===== config.mk =====
export PLATFORM = sky130hd
export DESIGN_NAME = piso_shift_register
export DESIGN_NICKNAME = d
export VERILOG_FILES = /design/src/rtl/piso_shift_register.sv
export SDC_FILE = /design/constraint.sdc
export NUM_CORES = 1
export LEC_CHECK = 0
export ABC_AREA = 0
export CORE_AREA = 2 2 39 41
export DETAILED_ROUTE_END_ITERATION = 7
export DIE_AREA = 0 0 41 43
export HOLD_SLACK_MARGIN = 0.12
export PLACE_DENSITY = 0.44
export SLEW_MARGIN = 5
export SYNTH_ARGS = -nofsm -noshare
export SYNTH_HDL_FRONTEND = slang
export SYNTH_SLANG_ARGS = --single-unit

===== constraint.sdc =====
create_clock -name clk -period 2 [get_ports clk]
set_clock_uncertainty 0.05 [all_clocks]
set_input_delay 0.2 -clock clk [delete_from_list [all_inputs] [get_ports clk]]
set_output_delay 0.2 -clock clk [all_outputs]
set_load 0.02 [all_outputs]

===== src/rtl/piso_shift_register.sv =====
// -----------------------------------------------------------------------------
// piso_shift_register
//
// Purpose:
//   4-bit parallel-in / serial-out register that runs on its own timing.
//   There is no load or shift strobe.
//   A free-running 2-bit phase counter divides time into 4-cycle frames:
//     - phase 0: load {d3,d2,d1,d0}.
//     - phases 1..3: shift right by one bit.
//   Serial data leaves on out[0], LSB first.
//   Frames follow each other back to back, with no idle cycle between them.
//
// Ports:
//   clk      in   1  sole clock, rising-edge active
//   rst      in   1  asynchronous, active-high reset (out=0, phase=0)
//   d0..d3   in   1  parallel data bits; sampled only on phase-0 edges
//   out      out  4  registered shift state; out[0] is the serial output
//
// Configuration macro:
//   PISO_ROTATE_EN
//     - Defined: shift phases rotate right (the fill bit is out[0]).
//     - Undefined (default): the fill bit is 1'b0.
// -----------------------------------------------------------------------------
module piso_shift_register (
  input  logic       clk,
  input  logic       rst,
  input  logic       d0,
  input  logic       d1,
  input  logic       d2,
  input  logic       d3,
  output logic [3:0] out
);

  logic [1:0] phase_q;
  logic [1:0] phase_d;
  logic [3:0] shift_q;
  logic [3:0] shift_d;
  logic       fill_s;

  // Bit shifted into the MSB on shift phases.
`ifdef PISO_ROTATE_EN
  assign fill_s = shift_q[0];
`else
  assign fill_s = 1'b0;
`endif

  // Next-state logic: the phase counter wraps naturally at 2 bits.
  // Phase 0 reloads the register; every other phase shifts it.
  always_comb begin
    phase_d = phase_q + 2'd1;
    shift_d = shift_q;
    if (phase_q == 2'd0) begin
      shift_d = {d3, d2, d1, d0};
    end else begin
      shift_d = {fill_s, shift_q[3:1]};
    end
  end

  // State registers.
  // The asynchronous reset dominates any coincident clock edge.
  always_ff @(posedge clk or posedge rst) begin
    if (rst) begin
      phase_q <= 2'd0;
      shift_q <= 4'b0000;
    end else begin
      phase_q <= phase_d;
      shift_q <= shift_d;
    end
  end

  assign out = shift_q;

endmodule


==> results by group <==
STA
  • Final period util: 71.7%
  • Final hold viol count: 0
  • Unrepaired setup endpoints after global routing: no
  • Setup ws final: about 0.57 ns
  • Setup TNS: 0 ns
  • Worst Tran Pin Value: 0.226 ns
  • Setup Viol. Count Final: 0
  • Worst Hold Slack: 0.134 ns
  • Max Freq: between 600 and 700 MHz
  • Max transition margin: 84.9%
  • Count of final max-slew check failures: 0
  • Fin crit period: roughly 1.4 ns

Synth
  • Syn avg cell area: 15.4 um^2
  • #FFs+latches synth: 6
  • YS warnings: 0
  • Synth top area share: 69.8%
  • Sequential cell area fraction in the yosys report: between 60 and 70%
  • Synth Area in Simple Gates: under 10%
  • Post-Synth XOR/XNOR Area: 0%
  • Ranking of synthesized cells by area: dfrtp_1 (70%), mux2_2 (16%), ha_1 (5.8%), inv_1 (5.2%), and2_2 (3.5%)
  • Synth Area in Adders: 5.81%
  • Largest area contributor in the netlist: dfrtp_1
  • Mapped cell area: 215 um^2
  • Mux contribution to synthesized area: 15.7%
  • Main combinational cell family by area after synthesis: multiplexers
  • Post-Syn Nets: 21
  • Cells after Synth: 14
  • Yosys cell types: 5
  • Synth Area in Compound Gates: 0%

Placed design
  • Dpl ws: 0.812 ns
  • Placed Area: 325 um^2
  • PortBufs: 9
  • Placer Congestion: 0.603
  • Post-placement cell count: 39

Global route
  • Grt ovf: 0
  • Largest net degree at the start of global routing: 7
  • GRT Overall Usage: 5.46%
  • First-pass GRT wire length: around 520 um
  • Vias in the first global route: 133
  • Antenna violations before repair: 0

Critical path
  • Critical path buffer and inverter count: 1
  • Delay-heaviest family, CP: buffers and inverters
  • Data required, critical path: 1.75 ns
  • Slowest stage delay, CP: 0.60 ns
  • Crit-path max FO: 2
  • Worst-case reg-to-reg path depth: 3
  • CP Cell Sequence: clkdlybuf4s50_1
  • Startpoint class of the critical path: flip-flop
  • Crit Path Category: flip-flop to primary output
  • Worst reg2reg endpoint: out[1]$_DFF_PP0_
  • Crit-path slowest cell: clkdlybuf4s50_1
  • CP arrival: 1.18 ns
  • RR Startpoint: phase_q[0]$_DFF_PP0_
  • CP Capture Type: primary output
  • Reg-to-reg slack, setup: 0.82 ns

Die
  • Initial Util: 15.6%
  • Die X: 41 um
  • Core ar.: 0.00138 mm^2
  • Io pins: 10
  • Die area: 0.00176 mm^2
  • Die Y: 43 um
  • Std cell rows: 14

Clock tree
  • Root Driver: clkbuf_4
  • Clock sink count: 6
  • # hold bufs at CTS: 0
  • Clk pin slew, worst setup/hold paths: 0.04 ns
  • Clk buf depth: 2
  • Worst skew pair latency: ~0.24 ns
  • Cts repair resizes: 0
  • CTS tree: done
  • Cts bufs inserted: 3
  • Post-CTS Setup Repair Bufs: 0
  • # H-tree levels: 1

Finish
  • Fill count: 140
  • Design area: 348 um^2
  • N_diodes: 0
  • Commonest non-fill, non-tap cell in the layout: clkdlybuf4s50_1
  • Share of cells above drive strength 1: between 20% and 30%
  • Non-Filler Instances: 42
  • Most frequent cells in the layout: clkdlybuf4s50_1 (9), dfrtp_1 (6), inv_1 (3), mux2_2 (3), clkbuf_4 (3)
  • Layout area overhead: 61.6%
  • Nets@finish: 35
  • Final core utilization: 25.1%

Detailed routing
  • Routed vias/inst: 3.33
  • Vias post-DR: 140
  • Final ANT Viol Nets: 0
  • Initial DRC count: 0
  • DR pass1 iterations: 1
  • Drc violations: 0
  • Avg WL per Cell: 8.62 um
  • Routed WL: 362 um

Power
  • Final Total Pwr: 0.262 mW
  • NetSw: 0.0514 mW
  • Combinational power share: 10.8%
  • Sw Share: 19.6%
  • Clock power frac: 40.5%
  • Sequential group share of total power: about half
  • Internal power: 0.211 mW
  • PwrDens: between 700 and 800 mW/mm^2
  • Peak VDD IR: 0.387 mV
  • Static Leak: 0.156 nW

Worst hold path
  • HP Class: input port to async pin

Status
  • Status: finished, final reports clean

Run
  • Max-cap violations: 0
==> power groups by stage <==
stage               Combinational [mW]  Clock (mW)  Sequential (mW)
floorplan                      0.00458           0            0.135
global placement                0.0290           0            0.129
detailed placement              0.0286           0            0.129
CTS                             0.0288       0.114            0.128
global route                    0.0302       0.125            0.128
finish                          0.0284       0.106            0.128
==> synth_stat cells, drive strengths merged <==
cell,number
inv,3
dfrtp,6
ha,1
mux2,3
and2,1
==> cell type report <==
| cell class | instances | area [um^2] | share of cell area, % |
|---|---|---|---|
| timing repair buffer | 9 | 90.1 | 25.9 |
| clock buffer | 3 | 22.5 | 6.47 |
| sequential | 6 | 150 | 43.2 |
| multi-input combinational | 5 | 53.8 | 15.5 |
| tap | 16 | 20.0 | 5.76 |
| inverter | 3 | 11.3 | 3.24 |
==> cell families (layout without fill, tap and decap cells) <==
kind of cell / after synthesis / count (layout)
and+or+nand+nor: 1 / 1
muxes: 3 / 3
DFF: 6 / 6
buffers and inverters: 3 / 15
adders and majority gates: 1 / 1
==> routing by layer <==
layer	global-route usage (%)	part of all wire (%)
met1	4.93	46
met2	5.31	35
met3	8.38	19
met4	4.00	0
met5	0	0
==> state kept, by name, summed over array words and instances, names as in the netlist <==
name,flops
phase_q,2
out,4
==> worst max-delay path by stage <==
stage | startpoint | end | slack (ns) | cells after the start
5_1_grt | out[3]$_DFF_PP0_ | out[3] | 0.50 | 1
3_3_place_gp | out[3]$_DFF_PP0_ | out[3] | 0.82 | 1
6_report | out[1]$_DFF_PP0_ | out[1] | 0.57 | 1
4_1_cts | out[3]$_DFF_PP0_ | out[3] | 0.55 | 1
2_1_floorplan | phase_q[0]$_DFF_PP0_ | out[0]$_DFF_PP0_ | 0.90 | 3
3_5_place_dp | phase_q[0]$_DFF_PP0_ | out[1]$_DFF_PP0_ | 0.81 | 3
(Power assumes the default switching activity.)
